$ cat src/rtl/debug_trace_buffer_if.sv
// debug_trace_buffer_if: probe capture, control and display read signals of the trace buffer.
// master drives probes/control/read selects; slave is the buffer.
interface debug_trace_buffer_if #(
    parameter int NCH = 8,
    parameter int W = 32,
    parameter int DEPTH = 16
);
    localparam int AW = $clog2(DEPTH);
    localparam int CW = $clog2(NCH + 1);
    logic             cap_en;
    logic [NCH*W-1:0] probe;
    logic [1:0]       mode;
    logic             arm;
    logic [W-1:0]     trig_val;
    logic [AW-1:0]    post_cnt;
    logic [AW-1:0]    rd_age;
    logic [CW-1:0]    rd_ch;
    logic [W-1:0]     rd_data;
    logic [1:0]       state;
    logic [AW:0]      fill;
    logic             triggered;
    modport master (
        output cap_en, probe, mode, arm, trig_val, post_cnt, rd_age, rd_ch,
        input  rd_data, state, fill, triggered
    );
    modport slave (
        input  cap_en, probe, mode, arm, trig_val, post_cnt, rd_age, rd_ch,
        output rd_data, state, fill, triggered
    );
endinterface

$ cat src/rtl/debug_trace_buffer.sv
// debug_trace_buffer: circular DEPTH-deep history of NCH probe channels with continuous,
// triggered and single-shot capture; TRACE_TIMESTAMP_EN stores a cycle stamp readable at rd_ch=NCH.
module debug_trace_buffer #(
    parameter int NCH = 8,
    parameter int W = 32,
    parameter int DEPTH = 16
) (
    input logic clk,
    input logic reset,
    debug_trace_buffer_if.slave bus
);
    localparam int AW = $clog2(DEPTH);
    localparam int CW = $clog2(NCH + 1);
    localparam logic [AW:0] FULL = (AW + 1)'(DEPTH);
    localparam logic [1:0] S_IDLE = 2'd0, S_RUN = 2'd1, S_POST = 2'd2, S_DONE = 2'd3;
    localparam logic [1:0] M_TRIG = 2'b01, M_SINGLE = 2'b10, M_PAUSE = 2'b11;

    logic [NCH*W-1:0] mem_q [DEPTH];
    logic [NCH*W-1:0] row;
    logic [1:0]       state_q, state_d;
    logic [AW-1:0]    wptr_q, wptr_d, cnt_q, cnt_d, rd_idx;
    logic [AW:0]      fill_q, fill_d;
    logic             trig_q, trig_d, wr, hit, rd_valid;
    logic [W-1:0]     rd_q, rd_d, ts_rd;

    assign wr  = bus.cap_en && !bus.arm && bus.mode != M_PAUSE && (state_q == S_RUN || state_q == S_POST);
    assign hit = state_q == S_RUN && bus.mode == M_TRIG && bus.probe[W-1:0] == bus.trig_val;

    always_comb begin
        state_d = state_q;
        wptr_d  = wptr_q;
        fill_d  = fill_q;
        cnt_d   = cnt_q;
        trig_d  = trig_q;
        if (bus.arm) begin
            state_d = S_RUN;
            wptr_d  = '0;
            fill_d  = '0;
            cnt_d   = '0;
            trig_d  = 1'b0;
        end else if (wr) begin
            wptr_d = wptr_q + 1'b1;
            fill_d = fill_q == FULL ? fill_q : fill_q + 1'b1;
            // POST keeps counting down whatever mode is selected now
            if (state_q == S_POST) begin
                cnt_d   = cnt_q - 1'b1;
                state_d = cnt_q == AW'(1) ? S_DONE : S_POST;
            end else if (hit) begin
                trig_d  = 1'b1;
                cnt_d   = bus.post_cnt;
                state_d = bus.post_cnt == '0 ? S_DONE : S_POST;
            end else if (bus.mode == M_SINGLE && fill_d == FULL) begin
                state_d = S_DONE;
            end
        end
    end

    assign rd_idx   = wptr_q - AW'(1) - bus.rd_age;
    assign row      = mem_q[rd_idx];
    assign rd_valid = {1'b0, bus.rd_age} < fill_q;

    always_comb begin
        rd_d = '0;
        if (rd_valid && bus.rd_ch < CW'(NCH)) rd_d = row[int'(bus.rd_ch)*W +: W];
        else if (rd_valid && bus.rd_ch == CW'(NCH)) rd_d = ts_rd;
    end

    always_ff @(posedge clk or negedge reset) begin
        if (!reset) begin
            state_q <= S_IDLE;
            wptr_q  <= '0;
            fill_q  <= '0;
            cnt_q   <= '0;
            trig_q  <= 1'b0;
            rd_q    <= '0;
        end else begin
            state_q <= state_d;
            wptr_q  <= wptr_d;
            fill_q  <= fill_d;
            cnt_q   <= cnt_d;
            trig_q  <= trig_d;
            rd_q    <= rd_d;
        end
    end

    // Storage is not reset; the read path sees the pre-write contents of mem_q[wptr_q]
    always_ff @(posedge clk) begin
        if (wr) mem_q[wptr_q] <= bus.probe;
    end

`ifdef TRACE_TIMESTAMP_EN
    logic [W-1:0] ts_q;
    logic [W-1:0] ts_mem_q [DEPTH];
    always_ff @(posedge clk or negedge reset) begin
        if (!reset) ts_q <= '0;
        else ts_q <= ts_q + 1'b1;
    end
    always_ff @(posedge clk) begin
        if (wr) ts_mem_q[wptr_q] <= ts_q;
    end
    assign ts_rd = ts_mem_q[rd_idx];
`else
    assign ts_rd = '0;
`endif

    assign bus.rd_data   = rd_q;
    assign bus.state     = state_q;
    assign bus.fill      = fill_q;
    assign bus.triggered = trig_q;
endmodule

$ cat src/flat_wrapper.sv
// flat-port wrapper written by rule: the top's interface ports become plain ports
module debug_trace_buffer_flat 
#(
    parameter int NCH = 8,
    parameter int W = 32,
    parameter int DEPTH = 16
)
  (clk, reset, bus_cap_en, bus_probe, bus_mode, bus_arm, bus_trig_val, bus_post_cnt, bus_rd_age, bus_rd_ch, bus_rd_data, bus_state, bus_fill, bus_triggered);
  debug_trace_buffer_if #(.NCH(NCH), .W(W), .DEPTH(DEPTH)) bus_i ();
  input logic clk;
  input logic reset;
  input wire logic [$bits(bus_i.cap_en)-1:0] bus_cap_en;
  input wire logic [$bits(bus_i.probe)-1:0] bus_probe;
  input wire logic [$bits(bus_i.mode)-1:0] bus_mode;
  input wire logic [$bits(bus_i.arm)-1:0] bus_arm;
  input wire logic [$bits(bus_i.trig_val)-1:0] bus_trig_val;
  input wire logic [$bits(bus_i.post_cnt)-1:0] bus_post_cnt;
  input wire logic [$bits(bus_i.rd_age)-1:0] bus_rd_age;
  input wire logic [$bits(bus_i.rd_ch)-1:0] bus_rd_ch;
  output wire logic [$bits(bus_i.rd_data)-1:0] bus_rd_data;
  output wire logic [$bits(bus_i.state)-1:0] bus_state;
  output wire logic [$bits(bus_i.fill)-1:0] bus_fill;
  output wire logic [$bits(bus_i.triggered)-1:0] bus_triggered;
  assign bus_i.cap_en = bus_cap_en;
  assign bus_i.probe = bus_probe;
  assign bus_i.mode = bus_mode;
  assign bus_i.arm = bus_arm;
  assign bus_i.trig_val = bus_trig_val;
  assign bus_i.post_cnt = bus_post_cnt;
  assign bus_i.rd_age = bus_rd_age;
  assign bus_i.rd_ch = bus_rd_ch;
  assign bus_rd_data = bus_i.rd_data;
  assign bus_state = bus_i.state;
  assign bus_fill = bus_i.fill;
  assign bus_triggered = bus_i.triggered;
  debug_trace_buffer #(.NCH(NCH), .W(W), .DEPTH(DEPTH)) u_core (.clk(clk), .reset(reset), .bus(bus_i));
endmodule
$ cat config.mk
export PLATFORM = sky130hd
export DESIGN_NAME = debug_trace_buffer_flat
export DESIGN_NICKNAME = d
export VERILOG_FILES = /design/src/rtl/debug_trace_buffer_if.sv /design/src/rtl/debug_trace_buffer.sv /design/src/flat_wrapper.sv
export SDC_FILE = /design/constraint.sdc
export NUM_CORES = 2
export LEC_CHECK = 0
export ABC_CLOCK_PERIOD_IN_PS = 49900
export BUFFER_PORTS_ARGS = -buffer_cell sky130_fd_sc_hd__buf_4
export CAP_MARGIN = 15
export CORE_MARGIN = 2
export CORE_UTILIZATION = 57
export DETAILED_ROUTE_END_ITERATION = 10
export PLACE_DENSITY = 0.74
export SETUP_SLACK_MARGIN = 0.3
export SLEW_MARGIN = 0
export SYNTH_ARGS = -nofsm -noshare
export SYNTH_HDL_FRONTEND = slang
export SYNTH_SLANG_ARGS = --single-unit
$ cat constraint.sdc
create_clock -name clk -period 49.9 [get_ports clk]
set_input_delay 4.99 -clock clk [delete_from_list [all_inputs] [get_ports clk]]
set_output_delay 4.99 -clock clk [all_outputs]
set_load 0.1 [all_outputs]
After elaboration in Yosys (flattened, before gate mapping)
Memories as Yosys holds them, arrays and structs flattened.
Cells that the tools add are included.
Word-level totals
  bits in registers: 48
  memory bits (writable): 4096
  output and inout bits: 40
  word-level logic and storage cells: 65
  memories: 1
Cells by class
  add/subtract/negate cells: 5
  magnitude comparators: 2
  eq/ne operators: 10
  shifts and indexed selects: 1
  mux-type cells: 23
  reductions and logical operators: 17
Memories
  u_core.mem_q: words 16, bits a word 256, rd ports 1, clocked after memory_dff 0, wr ports 1, RTL line debug_trace_buffer.sv:18  | logic [NCH*W-1:0] mem_q [DEPTH];
Operator list (number)
  256-bit by 10-bit variable part select with 32-bit output: 1
  32-bit == test: 1
  32-bit two-way mux: 1
  4-bit two-way mux: 6
  5-bit two-way mux: 3
  5-bit == test (second input constant): 2
  2-bit two-way mux: 5
  1-bit two-way mux: 8
  4-bit by 1-bit subtractor with 4-bit output (second input constant): 2
  1-bit logical AND: 7
  5-bit by 1-bit adder with 5-bit output (second input constant): 1
  4-bit by 5-bit < comparator with 1-bit output: 1
  4-bit by 1-bit adder with 4-bit output (second input constant): 1
  2-bit by 1-bit == test with 1-bit output (second input constant): 2
  2-bit == test (second input constant): 2
  4-bit by 1-bit == test with 1-bit output (second input constant): 1
  4-bit zero test: 1
  4-bit < comparator (second input constant): 1
  2-bit != test (second input constant): 2
  2-bit AND reduction: 2
  2-bit nonzero test: 2
  4-bit nonzero test: 1
  4-bit subtractor: 1
  3-bit AND reduction: 1
  other kinds (3): 3

Logic depth before layout (Yosys ltp)
  depth in word-level cells: 9
  gate-level depth with buffers: 14

Worst setup path before layout
Ideal clock, no wire load.
  path type: input port to flip-flop
  start point: input port bus_cap_en
  end point: memory u_core.mem_q[3][0] (netlist bit), enable pin
  setup time: 1188 ps
  arrival time: 23033 ps
  data required time: 48712 ps
  slack: 25679 ps
  stages: 5
  cells stage by stage: inv_1 a211oi_1 nor2b_1 nand2_1 nor3_1
Between the ends
  cells in the longest elaborated chain, start to end: 5
Ends and longest elaborated chain
  from (decl): RTL line flat_wrapper.sv:12  | input wire logic [$bits(bus_i.cap_en)-1:0] bus_cap_en;
  1-bit logical AND (3 in series): RTL line debug_trace_buffer.sv:26  | assign wr = bus.cap_en && !bus.arm && bus.mode != M_PAUSE && (state_q == S_RUN || state_q == S_POST);
  1-bit two-way mux: RTL line debug_trace_buffer.sv:88  | if (wr) mem_q[wptr_q] <= bus.probe;
  1-bit two-way mux (implied by the code): RTL line debug_trace_buffer.sv:88
  to (decl): RTL line debug_trace_buffer.sv:18
No other way between the ends.

Worst setup path after layout
  start point: input port bus_rd_age[0]
  end point: register u_core.rd_q[24], in the netlist u_core.bus.rd_data[24]
Between the ends
  cells in the longest elaborated chain, start to end: 4
Ends and longest elaborated chain
  from (decl): RTL line flat_wrapper.sv:18  | input wire logic [$bits(bus_i.rd_age)-1:0] bus_rd_age;
  4-bit subtractor: RTL line debug_trace_buffer.sv:58  | assign rd_idx = wptr_q - AW'(1) - bus.rd_age;
  memory 16 x 256 bit
  256-bit by 10-bit variable part select with 32-bit output: RTL line debug_trace_buffer.sv:64  | if (rd_valid && bus.rd_ch < CW'(NCH)) rd_d = row[int'(bus.rd_ch)*W +: W];
  32-bit two-way mux *: RTL line debug_trace_buffer.sv:64
  named net u_core.rd_d[24]: RTL line debug_trace_buffer.sv:24  | logic [W-1:0] rd_q, rd_d, ts_rd;
  to (signal assigned): RTL line debug_trace_buffer.sv:82  | rd_q <= rd_d;
  to (decl): RTL line debug_trace_buffer.sv:24
The timed path passes the listed nets; every way through them passes the cells marked *.
A chain may end at the register's enable or synchronous reset.

==> impl_metrics.csv <==
group,metric,value,unit
status,outcome,"completed",
pwr,leakage,57.0,nW
pwr,switchingPower,1.75,mW
global_routing,first_pass_grt_wire_length,581000,um
global_routing,first_global_vias,80436,
route,initialDrtViolationCount,10620,
sta,slew_viol_final,0,
route,num_vias,79177,
final_layout,footprint_of_the_multi_input_gates,32600,um^2
setup_path,timing_worst_setup_path_type,"input pin to flip-flop",
final_layout,layout_common_cells,"edfxtp_1 (4096), mux4_2 (1046), nand2_1 (739)",
sta,setup_viols_final,0,
yosys,netlist.top_cell.by_area,"edfxtp_1",
placement,dp_hpwl,213000,um
global_routing,number_of_antenna_violations_at_the_first_check_in_global_routing,86,
yosys,synth.avg_cell_area,22.1,um^2
pwr,power_frac_clock,0.392,
final_layout,flow.area_growth_from_synthesis,12.5,%
yosys,synth-seq-area-share,0.782,
sta,final_min_period_over_clock_period,0.217,
route,detail_route.first_pass.iterations,5,
floorplanning,die_w,532,um
yosys,ffs_w_async_s_r_synth,0.0116,
yosys,synth_edf_count,4096,
sta,finalClockSkew,77.6,ps
pwr,swShare,0.230,
clocking,clock_insertion_delay_worst_skew,980,ps
pwr,part_of_the_total_power_dissipated_in_sequential_elements,0.505,
route,vias_per_cell,6.73,
pwr,vdd.ir_drop.worst,32.7,uV
clocking,ctsLongestPathBuffers,4,
clocking,post_cts_hold_buffer_count,0,
run,cap_viol_max_count,0,
sta,max_slew_margin,0.152,
floorplanning,core_area,277000,um^2
sta,layout_min_cycle_time,10820,ps
clocking,clock_sink_count,4144,
hold_path,min_path_type,"flip-flop to flip-flop",
yosys,syn-instance-count,7193,
sta,tightest_slew,1270,ps
yosys,synth_warnings,0,
sta,hold_violations,0,
clocking,htree_num_levels,5,
global_routing,maximum_number_of_pins_on_one_net_before_global_route_repair,152,
yosys,netlist_top_cells_area,"edfxtp_1 (77%), mux4_2 (15%), nand2_1 (1.7%), mux2i_1 (0.76%), dfrtp_1 (0.76%)",
global_routing,global_route.usage.total,0.287,
setup_path,cpPeakStageDelay,1220,ps
placement,place_congestion,0.801,
floorplanning,num_io_pins,346,
final_layout,layout.area.seq,124000,um^2
setup_path,worst-endpoint-arrival,11580,ps
route,routed_wl,407000,um
setup_path,crit_top_cell,"buf_4",
yosys,mappedNetlistArea,159000,um^2
setup_path,critical_path.slowest_cell,"fa_4",
route,ant_nets,0,
placement,numPortBuffers,345,
sta,timing.setup.tns,0,ps
yosys,synth_nets,7516,
clocking,post_cts_resized,0,
pwr,power.internal,5.88,mW
floorplanning,dieHeight,532,um
sta,final.hold.worst_slack,545,ps
clocking,worst_setup_hold_path_clk_slew,60,ps
clocking,tritoncts.num_buffers,401,
clocking,clock-root-buffer,"clkbuf_16",
sta,fmax,92.4,MHz
pwr,ratio_of_total_power_to_cell_area,42.7,nW/um^2
setup_path,worst_setup_path_start_kind,"input pin",
clocking,cts_tree,"done",
sta,grt_setup_unrepaired,"no",
final_layout,finalNetCount,8012,
pwr,share_comb_of_total_power,0.103,
clocking,cts.repair_timing.setup_buffer_count,0,
floorplanning,row_count,193,
floorplanning,initial_utilization,0.574,
final_layout,mostFrequentLayoutCell,"edfxtp_1",
final_layout,num-fill-cells,17489,
route,post-route-drc-count,0,
setup_path,required,50660,ps
route,routed_wire_length_per_instance,34.6,um
setup_path,worstSetupEndpointType,"flip-flop",
setup_path,timing.critical_path.cells,"buf_4, inv_1, ha_4, inv_1, fa_4, buf_12, buf_4, buf_4, buf_4, mux4_2, mux4_2, nand2_1, a21oi_1, nor2_1, a32oi_1",
floorplanning,dieArea,283000,um^2
yosys,synth_seq_cells,4144,
setup_path,crit_path_max_fanout,116,
yosys,ys_dominant_reg_cell,"edfxtp_1",
yosys,synth.distinct_cells,52,
global_routing,globalRoute.totalOverflow,0,
final_layout,layout-drive-gt1-share,0.269,
yosys,synthDominantCellAreaShare,0.774,
[cell usage after synthesis (48+ instances only)]
cell,number
a32oi_1,86
edfxtp_1,4096
a21oi_1,101
nand3_1,106
mux4_2,1046
buf_2,136
clkbuf_1,135
dfrtp_1,48
mux2i_1,121
nand2_1,740
buf_4,66
and3_1,62
[flip-flops by register name, summed over array words and instances (netlist names)]
| signal | flops |
|---|---|
| u_core.bus.state | 2 |
| u_core.bus.fill | 5 |
| u_core.bus.rd_data | 32 |
| u_core.cnt_q | 4 |
| u_core.mem_q | 4096 |
| u_core.bus.triggered | 1 |
| u_core.wptr_q | 4 |
[logic make-up after synthesis]
| group | count (synthesis) | share of synthesized area |
|---|---|---|
| flip-flops | 4144 | 0.782 |
| AO/OA/AOI/OAI | 358 | 0.0164 |
| buffers and inverters | 424 | 0.0146 |
| multiplexers | 1167 | 0.156 |
| XOR/XNOR | 42 | 0.00231 |
| AND/OR/NAND/NOR | 1041 | 0.0279 |
| adder cells (fa/ha/maj) | 17 | 0.00139 |
[per-layer routing]
| layer | up-vias | GRT usage | share of wire |
|---|---|---|---|
| met4 | 62 | 0.123 | 0.041 |
| met5 | - | 0 | 0.0010 |
| met1 | 42299 | 0.387 | 0.36 |
| li1 | 31124 | - | - |
| met2 | 4902 | 0.463 | 0.49 |
| met3 | 790 | 0.0562 | 0.099 |
[per-stage QoR]
| stage | cell area, um^2 | utilization | setup slack (ps) | total power, mW | std cells |
|---|---|---|---|---|---|
| 2_1_floorplan | 159000 | - | 25680 | 4.50 | 7193 |
| 3_3_place_gp | 166000 | 0.598 | 38330 | 4.70 | 10990 |
| 3_5_place_dp | 166000 | 0.598 | 38200 | 4.72 | 10991 |
| 4_1_cts | 179000 | 0.645 | 39180 | 7.67 | 11734 |
| 5_1_grt | 179000 | 0.645 | 38920 | 7.84 | 11755 |
| 6_report | 179000 | 0.646 | 39080 | 7.64 | 11771 |
[critical path: cells and delay by family]
kind,cells,cell delay (ps)
adders and majority gates,2,1360
and+or+nand+nor,2,880
buffers and inverters,7,2890
AOI/OAI and AO/OA,2,260
muxes,2,920
[area by class of cell]
type	instances	area share
multi-input cells	2625	0.183
repair buffers	499	0.0229
clock buffers	491	0.0586
clock inverters	252	0.0145
diodes	37	0.000518
flip-flops and latches	4144	0.695
well taps	3705	0.0259
inverters	18	0.000378
[worst paths after layout]
path,from,to,slack [ps],cells past startpoint
max,bus_rd_age[0],u_core.bus.rd_data[24],39080,15
min,u_core.bus.triggered,u_core.bus.triggered,540,2
max reg2reg,u_core.wptr_q[0],u_core.bus.rd_data[24],42790,13
min reg2reg,u_core.bus.triggered,u_core.bus.triggered,540,2
max in group asynchronous,reset,u_core.wptr_q[1],44620,2
min in group asynchronous,reset,u_core.bus.rd_data[1],3940,1
[power groups by stage]
| stage | logic [mW] | clock network (mW) | registers (mW) |
|---|---|---|---|
| global placement | 0.771 | 0 | 3.93 |
| finish | 0.786 | 2.99 | 3.86 |
| detailed placement | 0.784 | 0 | 3.93 |
| CTS | 0.791 | 3.02 | 3.86 |
| global route | 0.834 | 3.15 | 3.86 |
| floorplan | 0.536 | 0 | 3.96 |
Note: power is estimated with default switching activity, not from simulation.
